<file path="config.mk">
export PLATFORM = sky130hd
export DESIGN_NAME = exec_unit_scheduler
export DESIGN_NICKNAME = d
export VERILOG_FILES = /design/src/rtl/exec_unit_scheduler.sv
export SDC_FILE = /design/constraint.sdc
export NUM_CORES = 1
export LEC_CHECK = 0
export CELL_PAD_IN_SITES_DETAIL_PLACEMENT = 1
export CELL_PAD_IN_SITES_GLOBAL_PLACEMENT = 2
export CORE_ASPECT_RATIO = 0.8
export CORE_MARGIN = 3
export CORE_UTILIZATION = 30
export DETAILED_ROUTE_END_ITERATION = 16
export HOLD_SLACK_MARGIN = 0.02
export PLACE_DENSITY = 0.89
export RECOVER_POWER = 50
export SLEW_MARGIN = 40
export SYNTH_ARGS = -nofsm -noshare
export SYNTH_HDL_FRONTEND = slang
export SYNTH_SLANG_ARGS = --single-unit
</file>
<file path="constraint.sdc">
create_clock -name iCLK -period 2.2 [get_ports iCLK]
set_input_delay 0.44 -clock iCLK [delete_from_list [all_inputs] [get_ports iCLK]]
set_output_delay 0.44 -clock iCLK [all_outputs]
set_load 0.005 [all_outputs]
</file>
<file path="src/rtl/exec_unit_scheduler.sv">
// Sequences the multi-cycle DIV/REM unit and FPALU beside the EX stage: issues start pulses,
// stalls the pipeline until the result is ready, drains units orphaned by a flush.
module exec_unit_scheduler #(
    parameter int unsigned TIMEOUT_CYCLES = 64,
    parameter int unsigned CNT_W          = 7
) (
    input  logic iCLK,
    input  logic iRST,
    input  logic iValid,
    input  logic iIsDivRem,
    input  logic iIsFPALU,
    input  logic iFlush,
    input  logic iDivReady,
    input  logic iFPALUReady,
    output logic oDivStart,
    output logic oFPALUStart,
    output logic oStall,
    output logic oResultValid,
    output logic oResultSel,
    output logic oBusy,
    output logic oTimeout
);

    typedef enum logic [2:0] {
        StIdle,
        StIssue,
        StWait,
        StDone,
        StDrain
    } stateT;

    stateT            stateQ, stateD;
    logic [CNT_W-1:0] cntQ, cntD;
    logic             unitSelQ, unitSelD;
    logic             timeoutQ, timeoutD;

    logic req;
    logic selReady;
    logic cntExpired;

    assign req        = iValid & (iIsDivRem | iIsFPALU);
    // unitSel: 0 = DIV/REM, 1 = FPALU
    assign selReady   = unitSelQ ? iFPALUReady : iDivReady;
    assign cntExpired = (cntQ == CNT_W'(TIMEOUT_CYCLES - 1));

    assign oBusy    = (stateQ != StIdle);
    assign oTimeout = timeoutQ;

    always_ff @(posedge iCLK) begin
        if (iRST) begin
            stateQ   <= StIdle;
            cntQ     <= '0;
            unitSelQ <= 1'b0;
            timeoutQ <= 1'b0;
        end else begin
            stateQ   <= stateD;
            cntQ     <= cntD;
            unitSelQ <= unitSelD;
            timeoutQ <= timeoutD;
        end
    end

    always_comb begin
        stateD       = stateQ;
        cntD         = cntQ;
        unitSelD     = unitSelQ;
        timeoutD     = timeoutQ;
        oDivStart    = 1'b0;
        oFPALUStart  = 1'b0;
        oStall       = 1'b0;
        oResultValid = 1'b0;
        oResultSel   = 1'b0;

        unique case (stateQ)
            StIdle: begin
                if (req && !iFlush) begin
                    stateD   = StIssue;
                    unitSelD = ~iIsDivRem;
                    oStall   = 1'b1;
                end
            end
            StIssue: begin
                if (iFlush) begin
                    stateD = StIdle;
                end else begin
                    oStall      = 1'b1;
                    oDivStart   = ~unitSelQ;
                    oFPALUStart = unitSelQ;
                    stateD      = StWait;
                    cntD        = '0;
                end
            end
            StWait: begin
                if (iFlush) begin
                    // A result arriving with the flush is simply dropped; nothing left to drain.
                    stateD = selReady ? StIdle : StDrain;
                    cntD   = '0;
                end else begin
                    oStall = 1'b1;
                    if (selReady) begin
                        stateD = StDone;
                    end else if (cntExpired) begin
                        timeoutD = 1'b1;
                        stateD   = StDone;
                    end else begin
                        cntD = cntQ + CNT_W'(1);
                    end
                end
            end
            StDone: begin
                oResultValid = ~iFlush;
                oResultSel   = ~iFlush & unitSelQ;
                stateD       = StIdle;
            end
            StDrain: begin
                oStall = req & ~iFlush;
                if (selReady) begin
                    stateD = StIdle;
                end else if (cntExpired) begin
                    timeoutD = 1'b1;
                    stateD   = StIdle;
                end else begin
                    cntD = cntQ + CNT_W'(1);
                end
            end
            default: stateD = StIdle;
        endcase
    end

endmodule

</file>
# Word-level counts from Yosys, hierarchy flattened
# Index checks and enable logic that the tools add are counted.
# W data, S select, Z words.
[op_classes] muxes=28 add_sub_neg=1 n_bitwise=7 reduce_logical=11 eq_ne=10
[ops] cell="$mux W7" count=4
[ops] cell="$mux W3" count=7
[ops] cell="$pmux W7 S3" count=1
[ops] cell="$mux W1" count=12
[ops] cell="$pmux W3 S4" count=1
[ops] cell="$add A7 B1 Y7 const B" count=1
[ops] cell="$eq A7 B6 Y1 const B" count=1
[ops] cell="$eq A3 B2 Y1 const B" count=2
[ops] cell="$ne A2 B2 Y1 const B" count=3
[ops] cell="$reduce_and A2 Y1" count=3
[ops] cell="$reduce_bool A3 Y1" count=2
[ops] cell="$ne A4 B4 Y1 const B" count=1
[ops] cell="$and A1 B1 Y1" count=3
[ops] cell="$eq A3 B1 Y1 const B" count=1
[ops] cell="$eq A3 B3 Y1 const B" count=1
[ops] cell="$logic_not A3 Y1" count=1
[ops] cell="$ne A3 B3 Y1 const B" count=1
[ops] cell="$not A1 Y1" count=3
[ops] cell="$pmux W1 S3" count=1
[ops] cell="$reduce_and A3 Y1" count=1
[ops] cell="$mux W2" count=1
[ops] cell="$pmux W1 S2" count=1
[ops] cell="$reduce_bool A2 Y1" count=1
[ops] cell="$reduce_or A2 Y1" count=1
[ops] cell="other kinds (3)" count=3
[word_totals] wordCells=61 out_inout_bits=7 inputBits=8 reg_bits=12

# Longest topological paths before layout
# Gate-level depths: netlist (run 1).
[logic_depth] ltp_word=5 ltp_mapped=5 ltp_nobuf=5

# Worst setup path after synthesis (run 1)
# No wires, ideal clock.
[synth_path] path_type="register -> register" startpoint="reg cntQ[0]" endpoint="reg cntQ[3]" path_stages_with_launch=6 setup_slack_ns=0.556 t_required_ns=2.130 synth_period_minus_slack_ns=1.644 path_buffers=0 arrival_ns=1.574 setup_time_ns=0.070 cell_sequence="dfxtp_1 > ha_1 > and4_1 > a21o_4 > or4_1 > a21boi_1"
[synth_between] elab_chain_cells=5 word_cells_on_any_way=6 classes_between="add/sub (1); eq/ne (1); mux (4)"
[synth_lines] item="start, declared" line="33" text="logic [CNT_W-1:0] cntQ, cntD;"
[synth_lines] item="start signal, assigned" line="57" text="cntQ <= cntD;"
[synth_lines] item="$add A7 B1 Y7 / $eq A7 B6 Y1 (equally long branches)" line="106, 123, 44"
[synth_lines] item="$mux W7 (*)" line="102, 119"
[synth_lines] item="$mux W7 (*)" line="117" text="if (selReady) begin"
[synth_lines] item="$mux W7" line="94" text="if (iFlush) begin"
[synth_lines] item="$pmux W7 S3 (*)" line="74" text="unique case (stateQ)"
# Every way passes the cells marked *; elsewhere a longest branch is shown, timed or not.
# A chain may end at the register's enable or synchronous reset.

# Worst setup path in the final report (run 1)
[layout_path] startpoint="in iFlush" endpoint="out oFPALUStart"
[layout_between] elab_chain_cells=2
[layout_lines] item="start, declared" line="12" text="input logic iFlush,"
[layout_lines] item="$mux W1" line="83" text="if (iFlush) begin"
[layout_lines] item="$mux W1" line="74"
[layout_lines] item="end, declared" line="16" text="output logic oFPALUStart,"
# No other way between the ends.

==> impl_metrics.tcl, run 1 <==
set metrics [dict create \
    r2r_cells 6 \
    ys_seq_area_frac 0.310 \
    num_antenna_cells 0 \
    dieHeight_um 51.4 \
    layout-drive-gt1-share 0.336 \
    crit_arrival_ps 1710 \
    cts_tree "built" \
    finalHoldViolations 0 \
    crit_path_start_kind "primary input" \
    ys_warn_count 0 \
    clock_sinks 12 \
    power.density_nw_per_um2 421 \
    hold_class "reg -> reg" \
    synth_top_cell_area_share 0.310 \
    io_buffers 14 \
    regToRegStartpoint "stateQ[0]" \
    switchingPower_uw 117 \
    die_w_um 62.8 \
    p_leak_uw 0.000408 \
    pwr-share-comb 0.204 \
    placed_area_um2 1020 \
    die_area_um2 3230 \
    grt_max_degree 16 \
    pre_cts_ws_ps -378 \
    r2r_setup_slack_ps 340 \
    ys_seq_elements 12 \
    io_pins 15 \
    critPathKind "in -> out" \
    vdd_drop_max_mv 0.172 \
    p_seq_frac 0.497 \
    synth.distinct_cells 42 \
    layout_setup_ws_ps 49.8 \
    rr_endpoint "cntQ[0]" \
    htree_levels 1 \
    grt_pass1_wl_um 3670 \
    syn_inst 87 \
    power_frac_clock 0.299 \
    cp-endpoint "oFPALUStart" \
    max-slew-margin-rel 0.534 \
    cts_buffers 3 \
    syn_to_final_growth_pct 39.1 \
    synth-main-ff-cell "dfxtp_1" \
    syn_area_per_cell_um2 8.90 \
    worstSkewPairLatency_ps 270 \
    drc 0 \
    crit_path_max_fanout 5 \
    endpoint_kind "output port" \
    worstMarginPinSlew_ps 693 \
    fin_area_um2 1080 \
    drtAntennaViolNets 0 \
    gr-total-overflow 0 \
    fmax_mhz 465 \
    fp-row-count 15 \
    period_needed_ps 2150 \
    grt_pass1_vias 769 \
    dp_hpwl_um 1610 \
    clk_path_buf_depth 2 \
    avgRoutedWirePerCell_um 14.7 \
    internal_power_uw 336 \
    fin_crit_sh 0.977 \
    first_iter_violations 22 \
    whs_ps 470 \
    core_um2 2310 \
    routabilityCongestion 0.718 \
    syn_nets 96 \
    final_nets 127 \
    fin_skew_ps 4.72 \
    mostFrequentLayoutCells "16 x buf_4, 10 x dfxtp_1, 9 x clkdlybuf4s50_1" \
    viasPerCell 5.07 \
    wl_um 2200 \
    layout.cells.non_filler 150 \
    clkSlewWorstSetupHoldPaths_ps 70 \
    maxCapViolCount 0 \
    async_flop_share 0 \
    syn_area_um2 774 \
    swShare 0.259 \
    grt_usage 0.147 \
    final_common_cell "buf_4" \
    netlist.top_cell.by_area "dfxtp_1" \
    synth_area_leaders "dfxtp_1 31%, a21oi_1 3.9%, and2b_2 3.4%, nand3_1 3.2%, buf_6 2.9%" \
    crit_required_ps 1760 \
    setup_viol 0 \
    synth_edf_count 0 \
    slew_violations 0 \
    cp-startpoint "iFlush" \
    antenna_found_initial 0 \
    initial_core_util 0.336 \
    route.vias.total 761 \
    numPlacedInstances 144 \
    cts_root_buf "clkbuf_4" \
    status "completed" \
    first_pass_iters 2 \
    total_power_uw 453 \
]
routing by layer:
layer | part of all wire | wire [µm] | GRT usage | up-vias
li1 | - | - | - | 387
met1 | 0.51 | 1120 | 0.190 | 364
met2 | 0.45 | 997 | 0.246 | 8
met3 | 0.026 | 58 | 0.0396 | 2
met4 | 0.0096 | 21 | 0.0330 | 0
met5 | 0 | 0 | 0 | -
per-stage QoR:
stage | util | TNS (ps)
final | 0.467 | 0
after global routing | 0.467 | -20.5
after CTS | 0.462 | 0
after detailed placement | 0.443 | -2120
after global placement | 0.443 | -1660
after floorplan | - | 0
cells by family after synthesis:
group | share of synthesized area
AO/OA/AOI/OAI | 0.216
multiplexers | 0.0452
buffers and inverters | 0.0549
flip-flops | 0.310
adder cells (fa/ha/maj) | 0.0162
XOR/XNOR | 0.0113
AND/OR/NAND/NOR | 0.346
cell usage after synthesis (2+ instances only):
master	count
a211oi_1	2
a21boi_0	2
a21boi_1	2
a21oi_1	6
a31oi_1	2
and2b_2	3
buf_6	2
dfxtp_1	12
inv_1	3
mux2i_1	2
nand2_1	5
nand2b_1	3
nand3_1	5
nor2_1	3
nor4_1	3
o21ai_0	3
o31ai_1	2
or3_1	2
or4_1	2
worst max-delay path, cell delays in order:
cell and delay [ps]:
clkdlybuf4s15_2 240, nor4b_2 240, buf_4 160, and2_2 130, clkdlybuf4s50_1 490
how the worst min path moves through the flow:
stage             from       to  slack [ps]  depth (start not counted)
2_1_floorplan  cntQ[6]  cntQ[6]         420                          2
6_report       cntQ[6]  cntQ[6]         470                          2
3_3_place_gp   cntQ[6]  cntQ[6]         430                          2
5_1_grt        cntQ[6]  cntQ[6]         500                          2
4_1_cts        cntQ[6]  cntQ[6]         470                          2
3_5_place_dp   cntQ[6]  cntQ[6]         460                          2
registers in the layout, indices dropped and copies added (netlist names):
name	flops
stateQ	3
unitSelQ	1
cntQ	7
oTimeout	1
repair_timing:
| action | 4_1_cts | 5_1_grt |
|---|---|---|
| setup endpoints to repair | 5 | 4 |
| hold buffers | 0 | 0 |
| setup buffers | 1 | 2 |
| resized for setup | 8 | 6 |
| pin swaps | 1 | 2 |
power groups by stage:
stage / Sequential, µW / Combinational, µW / Clock, µW
after detailed placement: 230 / 89.0 / 0
after global placement: 230 / 86.2 / 0
final: 225 / 92.6 / 136
after CTS: 225 / 90.3 / 138
after global routing: 226 / 102 / 149
after floorplan: 229 / 45.5 / 0
layout make-up:
class,instances,area [µm²]
inverters,3,11.3
flip-flops and latches,12,243
fillers,281,1230
clock buffers,3,22.5
repair buffers,30,255
multi-input cells,68,503
well taps,34,42.5
Note: power is estimated with default switching activity, not from simulation.
==> run 2: changes to the inputs <==
- CELL_PAD_IN_SITES_DETAIL_PLACEMENT: 1 -> unset
- CELL_PAD_IN_SITES_GLOBAL_PLACEMENT: 2 -> unset
- CORE_ASPECT_RATIO: 0.8 -> unset
- CORE_UTILIZATION: 30 -> 49
- PLACE_DENSITY: 0.89 -> 0.88
==> run 2 against run 1 <==
Sequential share of layout area grew 1.3 points. Non-clock buffer count decreased by 3. Via count shrank 0.26%. Worst setup slack better by 31 ps. Critical endpoint unchanged. Clock skew about the same. Utilization up 28 points. Sequential power hardly changed.
==> impl_metrics.tcl, run 2 (synthesis gave the netlist of run 1 again) <==
set metrics [dict create \
    final_nets 124 \
    slew_violations 0 \
    whs_ps 456 \
    endpoint_kind "output port" \
    path_cells "buf_2 -> nor4b_4 -> buf_4 -> and2_2 -> clkdlybuf4s50_1" \
    status "completed" \
    regToRegStartpoint "stateQ[0]" \
    die_area_um2 2090 \
    dp_hpwl_um 1330 \
    grt_max_degree 15 \
    layout-drive-gt1-share 0.301 \
    hp-start "cntQ[6]" \
    finalHoldViolations 0 \
    crit_required_ps 1760 \
    rsz0062_at_grt "false" \
    cp-startpoint "iFlush" \
    power.density_nw_per_um2 423 \
    dieHeight_um 45.8 \
    cts_tree "built" \
    crit_arrival_ps 1680 \
    grt_pass1_vias 734 \
    first_pass_iters 5 \
    top_register "cntQ" \
    crit_buf_inv 3 \
    die_w_um 45.8 \
    maxCapViolCount 0 \
    fp-row-count 13 \
    htree_levels 1 \
    layout.cells.non_filler 128 \
    worstSkewPairLatency_ps 270 \
    crit_path_max_fanout 6 \
    avgRoutedWirePerCell_um 13.8 \
    p_leak_uw 0.000407 \
    setup_viol 0 \
    max-slew-margin-rel 0.607 \
    wl_um 1760 \
    final_common_cell "buf_4" \
    clock_sinks 12 \
    fillers 97 \
    cpPeakStageDelay_ps 490 \
    gr-total-overflow 0 \
    reg_top3 "cntQ (7), stateQ (3)" \
    grt_usage 0.204 \
    critPathKind "in -> out" \
    clkSlewWorstSetupHoldPaths_ps 60 \
    placed_area_um2 1000 \
    fin_area_um2 1040 \
    drtAntennaViolNets 0 \
    vdd_drop_max_mv 0.382 \
    num_antenna_cells 0 \
    fin_crit_sh 0.963 \
    fmax_mhz 472 \
    numPlacedInstances 125 \
    period_needed_ps 2120 \
    worstMarginPinSlew_ps 584 \
    crit_family "buffers and inverters" \
    hold_buffers 0 \
    io_buffers 14 \
    hold_class "reg -> reg" \
    total_power_uw 439 \
    largest_register_ffs 7 \
    syn_to_final_growth_pct 33.8 \
    grt_pass1_wl_um 3110 \
    critPathSlowestCell "clkdlybuf4s50_1" \
    core_um2 1380 \
    viasPerCell 5.93 \
    route.vias.total 759 \
    crit_path_start_kind "primary input" \
    utilization 0.749 \
    io_pins 15 \
    cts_buffers 3 \
    routabilityCongestion 0.817 \
    drc 0 \
    postCtsSetupBuffers 0 \
    mostFrequentLayoutCells "13 x buf_4, 9 x dfxtp_1, 9 x clkdlybuf4s50_1" \
    initial_core_util 0.560 \
    cts_root_buf "clkbuf_4" \
    clk_path_buf_depth 2 \
    antenna_found_initial 0 \
    first_iter_violations 17 \
    fin_skew_ps 4.47 \
]
-- run 2: cell types whose count changed in the layout (fill, tap and decap cells not counted) --
cell / before / now
buf_4: 16 / 13
a211oi_1: 1 / 2
a211oi_2: 1 / 0
a21oi_1: 5 / 6
a21oi_2: 1 / 0
buf_2: 0 / 1
clkbuf_2: 1 / 0
clkdlybuf4s15_2: 1 / 0
dfxtp_1: 10 / 9
dfxtp_4: 0 / 1
dlymetal6s2s_1: 0 / 1
nor4b_2: 1 / 0
nor4b_4: 0 / 1
-- run 2: worst paths after layout --
path	end	cells past startpoint	slack, ps
worst max-delay path	oFPALUStart	5	80
worst min-delay path	cntQ[6]	2	460
worst max register to register	cntQ[1]	6	440
worst min register to register	cntQ[6]	2	460
-- run 2: routing by layer --
metal	up-vias	track usage	wire, µm
li1	384	-	-
met1	346	0.252	828
met2	23	0.318	795
met3	6	0.0711	101
met4	0	0.0909	37
met5	-	0	0
-- run 2: through the flow --
stage	setup TNS, ps	worst slack, ps
final	0	80.9
after floorplan	0	556
after global placement	-1430	-313
after CTS	0	8.53
after detailed placement	-1930	-330
after global routing	0	11.6
-- run 2: timing repair --
action                                  CTS  global route
pin swaps                                 1             1
gates resized for setup                   9             6
endpoints found under the setup margin    5             4
-- run 2: area by class of cell --
cell class	count	area [µm²]	share of cell area
Multi-Input combinational cell	68	503	0.486
Timing Repair Buffer	27	234	0.226
Clock buffer	3	22.5	0.0217
Inverter	3	11.3	0.0109
Tap cell	15	18.8	0.0181
Sequential cell	12	246	0.238
-- run 2: where the power goes --
group          switching (µW)  total (µW)  internal (µW)
Sequential               5.52         226            220
Combinational            36.0        84.8           48.8
Clock                    64.6         128           63.3
-- run 2: worst register-to-register path: cells and delay by family (launching register included) --
kind / cells / cell delay [ps]
AO/OA/AOI/OAI: 3 / 730
flip-flops: 1 / 380
buffers and inverters: 2 / 370
AND/OR/NAND/NOR: 1 / 220
